===== src/rtl/serial_adder_pkg.sv =====
// Shared types and sizing helpers for the bit-serial adder.
package serial_adder_pkg;

   typedef enum logic [1:0] {
      StIdle  = 2'd0,
      StShift = 2'd1,
      StDone  = 2'd2
   } state_e;

   // Counter must hold 0..WIDTH-1 for every legal WIDTH.
   function automatic int unsigned cnt_w(int unsigned width);
      return $clog2(width + 1);
   endfunction

endpackage


===== src/rtl/serial_adder_if.sv =====
// Request/result bundle between a requester and the serial adder.
interface serial_adder_if #(
   parameter int unsigned WIDTH = 8
);
   logic             start;
   logic [WIDTH-1:0] a;
   logic [WIDTH-1:0] b;
   logic             cin;
   logic             busy;
   logic             done;
   logic [WIDTH-1:0] sum;
   logic             cout;

   modport master (
      output start, a, b, cin,
      input  busy, done, sum, cout
   );

   modport slave (
      input  start, a, b, cin,
      output busy, done, sum, cout
   );
endinterface


===== src/rtl/fulladdar.sv =====
// One-bit combinational full-adder cell.
module fulladdar (
   input  logic a_i,
   input  logic b_i,
   input  logic c_i,
   output logic sum_o,
   output logic carry_o
);

   assign sum_o   = a_i ^ b_i ^ c_i;
   assign carry_o = (a_i & b_i) | (a_i & c_i) | (b_i & c_i);

endmodule


===== src/rtl/serial_adder.sv =====
// Bit-serial WIDTH-bit adder: one bit pair per clock through a single full-adder cell, LSB first.
module serial_adder #(
   parameter int unsigned WIDTH = 8
) (
   input  logic         clk,
   input  logic         rst_n,
   serial_adder_if.slave bus
);
   import serial_adder_pkg::*;

   localparam int unsigned     CntW    = cnt_w(WIDTH);
   localparam logic [CntW-1:0] LastCnt = CntW'(WIDTH - 1);

   state_e           state_q, state_d;
   logic [WIDTH-1:0] a_sr_q, a_sr_d;
   logic [WIDTH-1:0] b_sr_q, b_sr_d;
   logic [WIDTH-1:0] sum_sr_q, sum_sr_d;
   logic [WIDTH-1:0] sum_q, sum_d;
   logic [WIDTH-1:0] sum_shift;
   logic [CntW-1:0]  cnt_q, cnt_d;
   logic             carry_q, carry_d;
   logic             cout_q, cout_d;
   logic             fa_sum, fa_carry;
   logic             last_bit;

   fulladdar u_fa (
      .a_i     (a_sr_q[0]),
      .b_i     (b_sr_q[0]),
      .c_i     (carry_q),
      .sum_o   (fa_sum),
      .carry_o (fa_carry)
   );

   assign last_bit  = (cnt_q == LastCnt);
   // New sum bit enters at the MSB so the LSB lands at bit 0 after WIDTH shifts.
   assign sum_shift = (sum_sr_q >> 1) | (WIDTH'(fa_sum) << (WIDTH - 1));

   always_ff @(posedge clk) begin
      if (!rst_n) begin
         state_q <= StIdle;
      end else begin
         state_q <= state_d;
      end
   end

   always_comb begin
      state_d = state_q;
      unique case (state_q)
         StIdle:  if (bus.start) state_d = StShift;
         StShift: if (last_bit)  state_d = StDone;
         StDone:  state_d = StIdle;
         default: state_d = StIdle;
      endcase
   end

   always_comb begin
      bus.busy = 1'b0;
      bus.done = 1'b0;
      unique case (state_q)
         StShift: bus.busy = 1'b1;
         StDone:  bus.done = 1'b1;
         default: ;
      endcase
   end

   always_comb begin
      a_sr_d   = a_sr_q;
      b_sr_d   = b_sr_q;
      sum_sr_d = sum_sr_q;
      sum_d    = sum_q;
      cnt_d    = cnt_q;
      carry_d  = carry_q;
      cout_d   = cout_q;
      if (state_q == StIdle && bus.start) begin
         a_sr_d  = bus.a;
         b_sr_d  = bus.b;
         carry_d = bus.cin;
         cnt_d   = '0;
      end else if (state_q == StShift) begin
         a_sr_d   = a_sr_q >> 1;
         b_sr_d   = b_sr_q >> 1;
         sum_sr_d = sum_shift;
         carry_d  = fa_carry;
         cnt_d    = cnt_q + CntW'(1);
         if (last_bit) begin
            sum_d  = sum_shift;
            cout_d = fa_carry;
         end
      end
   end

   always_ff @(posedge clk) begin
      if (!rst_n) begin
         a_sr_q   <= '0;
         b_sr_q   <= '0;
         sum_sr_q <= '0;
         sum_q    <= '0;
         cnt_q    <= '0;
         carry_q  <= 1'b0;
         cout_q   <= 1'b0;
      end else begin
         a_sr_q   <= a_sr_d;
         b_sr_q   <= b_sr_d;
         sum_sr_q <= sum_sr_d;
         sum_q    <= sum_d;
         cnt_q    <= cnt_d;
         carry_q  <= carry_d;
         cout_q   <= cout_d;
      end
   end

   assign bus.sum  = sum_q;
   assign bus.cout = cout_q;

endmodule


===== src/flat_wrapper.sv =====
// flat-port wrapper written by rule: the top's interface ports become plain ports
module serial_adder_flat import serial_adder_pkg::*;
#(
   parameter int unsigned WIDTH = 8
)
  (clk, rst_n, bus_start, bus_a, bus_b, bus_cin, bus_busy, bus_done, bus_sum, bus_cout);
  serial_adder_if #(.WIDTH(WIDTH)) bus_i ();
  input  logic clk;
  input  logic rst_n;
  input wire logic [$bits(bus_i.start)-1:0] bus_start;
  input wire logic [$bits(bus_i.a)-1:0] bus_a;
  input wire logic [$bits(bus_i.b)-1:0] bus_b;
  input wire logic [$bits(bus_i.cin)-1:0] bus_cin;
  output wire logic [$bits(bus_i.busy)-1:0] bus_busy;
  output wire logic [$bits(bus_i.done)-1:0] bus_done;
  output wire logic [$bits(bus_i.sum)-1:0] bus_sum;
  output wire logic [$bits(bus_i.cout)-1:0] bus_cout;
  assign bus_i.start = bus_start;
  assign bus_i.a = bus_a;
  assign bus_i.b = bus_b;
  assign bus_i.cin = bus_cin;
  assign bus_busy = bus_i.busy;
  assign bus_done = bus_i.done;
  assign bus_sum = bus_i.sum;
  assign bus_cout = bus_i.cout;
  serial_adder #(.WIDTH(WIDTH)) u_core (.clk(clk), .rst_n(rst_n), .bus(bus_i));
endmodule

===== config.mk =====
export PLATFORM = sky130hd
export DESIGN_NAME = serial_adder_flat
export DESIGN_NICKNAME = d
export VERILOG_FILES = /design/src/rtl/serial_adder_pkg.sv /design/src/rtl/serial_adder_if.sv /design/src/rtl/fulladdar.sv /design/src/rtl/serial_adder.sv /design/src/flat_wrapper.sv
export SDC_FILE = /design/constraint.sdc
export NUM_CORES = 1
export LEC_CHECK = 0
export ABC_AREA = 1
export ABC_CLOCK_PERIOD_IN_PS = 1240
export CAP_MARGIN = 20
export CORE_UTILIZATION = 47
export DETAILED_ROUTE_END_ITERATION = 6
export PLACE_DENSITY = 0.71
export SLEW_MARGIN = 30
export SYNTH_ARGS = -nofsm -noshare
export SYNTH_HDL_FRONTEND = slang
export SYNTH_HIERARCHICAL = 1
export SYNTH_SLANG_ARGS = --single-unit

===== constraint.sdc =====
create_clock -name clk -period 1.24 [get_ports clk]
set_clock_uncertainty 0.15 [all_clocks]
set_input_delay 0.372 -clock clk [delete_from_list [all_inputs] [get_ports clk]]
set_output_delay 0.372 -clock clk [all_outputs]
set_load 0.03 [all_outputs]

==> impl_metrics.sql <==
INSERT INTO impl_metrics (metric_group, metric, value, unit) VALUES
('run', 'timing.max_cap.violations', '0', ''),
('floorplanning', 'core', '0.00366', 'mm^2'),
('worst_setup_path', 'crit_fanout', '2', ''),
('pwr', 'irDropWorstVdd', '0.00101', 'V'),
('timing', 'fin_crit_sh', '1.22', ''),
('clocking', 'clkSinkCount', '39', ''),
('timing', 'hold_ws', '0.317', 'ns'),
('place', 'finalWeightedCongestion', '0.789', ''),
('global_routing', 'grt_max_degree', '18', ''),
('global_routing', 'grt_pass1_wl', '7.26', 'mm'),
('clocking', 'clock_h_tree_levels', '2', ''),
('drt', 'drt_iter0_markers', '116', ''),
('drt', 'number_of_vias_after_detailed_routing', '1796', ''),
('timing', 'timing.fmax', '663', 'MHz'),
('logic_synthesis', 'syn_nets', '267', ''),
('logic_synthesis', 'synth_sequential_area_ratio', '0.436', ''),
('logic_synthesis', 'synth.lib_cells_used.distinct', '24', ''),
('cells_and_area', 'filler_cell_count', '268', ''),
('clocking', 'clk_transition_reported_paths', '0.07', 'ns'),
('place', 'dp_hpwl', '2.77', 'mm'),
('drt', 'postRouteAntennaNets', '0', ''),
('logic_synthesis', 'post_synth_inst_count', '245', ''),
('logic_synthesis', 'ys_dominant_reg_cell', 'dfxtp_1', ''),
('pwr', 'pwr_density', '1040', 'mW/mm^2'),
('timing', 'worst-slew-pin-transition', '0.298', 'ns'),
('status', 'failed_checks', 'setup timing', ''),
('logic_synthesis', 'ys_ff_latch', '39', ''),
('cells_and_area', 'layout.nets', '327', ''),
('timing', 'timing.final.ws_setup', '-0.268', 'ns'),
('worst_setup_path', 'critical_path_required', '0.72', 'ns'),
('floorplanning', 'floorplan.die.width', '63.7', 'um'),
('floorplanning', 'initial_core_util', '0.489', ''),
('drt', 'wl_per_instance', '13.3', 'um'),
('logic_synthesis', 'average_footprint_of_a_synthesized_cell', '7.31', 'um^2'),
('floorplanning', 'std_cell_rows', '22', ''),
('floorplanning', 'design.die.area', '0.00406', 'mm^2'),
('worst_setup_path', 'critPathCaptureType', 'output pin', ''),
('cells_and_area', 'synthToLayoutAreaGrowth', '50.0', '%'),
('drt', 'post_drt_via_cell_ratio', '5.07', ''),
('clocking', 'clockRootBuffer', 'clkbuf_8', ''),
('worst_setup_path', 'setup.worst_path.class', 'flip-flop to output pin', ''),
('global_routing', 'globalRouteTotalUtil', '0.234', ''),
('global_routing', 'grt_antenna_before_repair', '0', ''),
('worst_setup_path', 'startpoint_type', 'flip-flop', ''),
('clocking', 'clock_latency_late_sink', '0.29', 'ns'),
('timing', 'timing.max_slew.rel_slack', '0.801', ''),
('timing', 'period_needed', '1.51', 'ns'),
('timing', 'finalSetupViolations', '49', ''),
('global_routing', 'gr-total-overflow', '0', ''),
('cells_and_area', 'post_route_cells_drive_above_1_share', '0.317', ''),
('min_path', 'hold_class', 'flip-flop to flip-flop', ''),
('place', 'post-place-cells', '332', ''),
('timing', 'rsz0062_at_grt', 'true', ''),
('pwr', 'leakage', '1.25', 'nW'),
('global_routing', 'first_global_vias', '1535', ''),
('logic_synthesis', 'ys_async_sr_fraction', '0', ''),
('status', 'outcome', 'complete, but fails checks', ''),
('clocking', 'number_of_buffers_created_by_cts', '5', ''),
('drt', 'detail_route.drc_violations', '0', ''),
('timing', 'slew_violations', '0', ''),
('cells_and_area', 'finalNonFillerCells', '354', ''),
('logic_synthesis', 'ys.warnings.count', '6', ''),
('timing', 'report.final.hold_viol_count', '0', ''),
('place', 'port_buffers', '30', ''),
('cells_and_area', 'antenna-diode-count', '0', ''),
('floorplanning', 'top_level_ports', '31', ''),
('drt', 'totalWireLength', '4.71', 'mm'),
('place', 'post-place-ws', '-0.478', 'ns'),
('floorplanning', 'fp.dieH', '63.7', 'um'),
('logic_synthesis', 'netlist_area', '0.00179', 'mm^2'),
('clocking', 'tritoncts', 'done', ''),
('drt', 'drtPass1Iterations', '4', ''),
('logic_synthesis', 'synth_enable_flop_cells', '0', ''),
('worst_setup_path', 'critical_path_arrival', '0.99', 'ns'),
('clocking', 'cts-root-to-sink-buffers', '2', '');
[worst max-delay path, stage by stage, from the launching register on]
cell	delay [ns]
dfxtp_4	0.37
buf_12	0.12
nor2_4	0.07
buf_6	0.13
[metal layers]
metal | up-vias | part of all wire | track usage | wire [um]
li1 | 913 | - | - | -
met1 | 829 | 0.46 | 0.313 | 2160
met2 | 47 | 0.48 | 0.354 | 2280
met3 | 7 | 0.038 | 0.0518 | 181
met4 | 0 | 0.020 | 0.116 | 95
met5 | - | 0 | 0 | 0
[cell type report]
cell class                      count  area [um^2]  area share
Inverter                           12         56.3      0.0209
Clock buffer                        8          100      0.0372
Timing Repair Buffer               66          688       0.256
Multi-Input combinational cell    181          981       0.365
Sequential cell                    39          802       0.298
Tap cell                           48         60.1      0.0223
[cell usage after synthesis, types with 2 or more instances]
master,n,area [um^2]
a21oi_1,5,25.0
buf_2,3,15.0
buf_6,5,56.3
clkbuf_1,5,18.8
dfxtp_1,39,781
inv_1,9,33.8
nand2_1,75,282
nand2_4,3,33.8
nand3_1,36,180
nand3_2,2,20.0
nand4_1,12,75.1
nor2_1,33,124
nor2_4,2,22.5
o21ai_0,6,30.0
[metrics by stage]
step	instance area, um^2	TNS, ns	util	total power (W)
2_1_floorplan	1840	-0.196	-	0.00162
3_3_place_gp	2310	-14.26	0.631	0.00179
3_5_place_dp	2310	-14.62	0.631	0.00180
4_1_cts	2570	-5.22	0.702	0.00278
5_1_grt	2690	-8.58	0.734	0.00293
6_report	2690	-5.80	0.734	0.00279
[state kept, by name (all words and copies together) (netlist names)]
| name | cells |
|---|---|
| u_core/sum_sr_q | 7 |
| u_core/carry_q | 1 |
| u_core/b_sr_q | 8 |
| u_core/cnt_q | 4 |
| u_core/bus.sum | 8 |
| u_core/bus.cout | 1 |
| u_core/a_sr_q | 8 |
| u_core/state_q | 2 |
[placed cells by master (no fill, tap or decap), drive strengths merged]
cell type	count
ha	1
fa	1
nor3b	1
nand3	38
nor2	36
o21ai	7
dfxtp	39
clkbuf	9
dlygate4sd2	2
nand2	79
clkdlybuf4s50	17
inv	11
buf	46
nand3b	1
clkinv	1
nand4	12
a21oi	5
[cells by family after synthesis]
| group | share of synthesized area |
|---|---|
| AO/OA/AOI/OAI | 0.0335 |
| buffers and inverters | 0.0789 |
| AND/OR/NAND/NOR | 0.434 |
| adder cells (fa/ha/maj) | 0.0182 |
| flip-flops | 0.436 |
[final timing paths]
check | start | to | slack (ns) | depth (start not counted)
setup / recovery | u_core/state_q[0] | bus_done | -0.27 | 3
hold / removal | u_core/sum_sr_q[6] | u_core/bus.sum[5] | 0.32 | 2
setup reg to reg | u_core/state_q[0] | u_core/a_sr_q[6] | -0.18 | 8
hold reg to reg | u_core/sum_sr_q[6] | u_core/bus.sum[5] | 0.32 | 2
[report_power, final]
part | internal, W | switching [W]
Sequential | 0.00131 | 0.0000447
Clock | 0.000508 | 0.000438
Combinational | 0.000247 | 0.000245
Total | 0.00207 | 0.000728
[repair_timing]
item	in CTS	in global routing
gates cloned	1	1
hold buffers	0	0
setup buffers	7	6
pin swaps	9	5
resized for setup	37	14
endpoints found under the hold margin	0	0
endpoints found under the setup margin	46	50
Power figures use the tool's default switching activity.
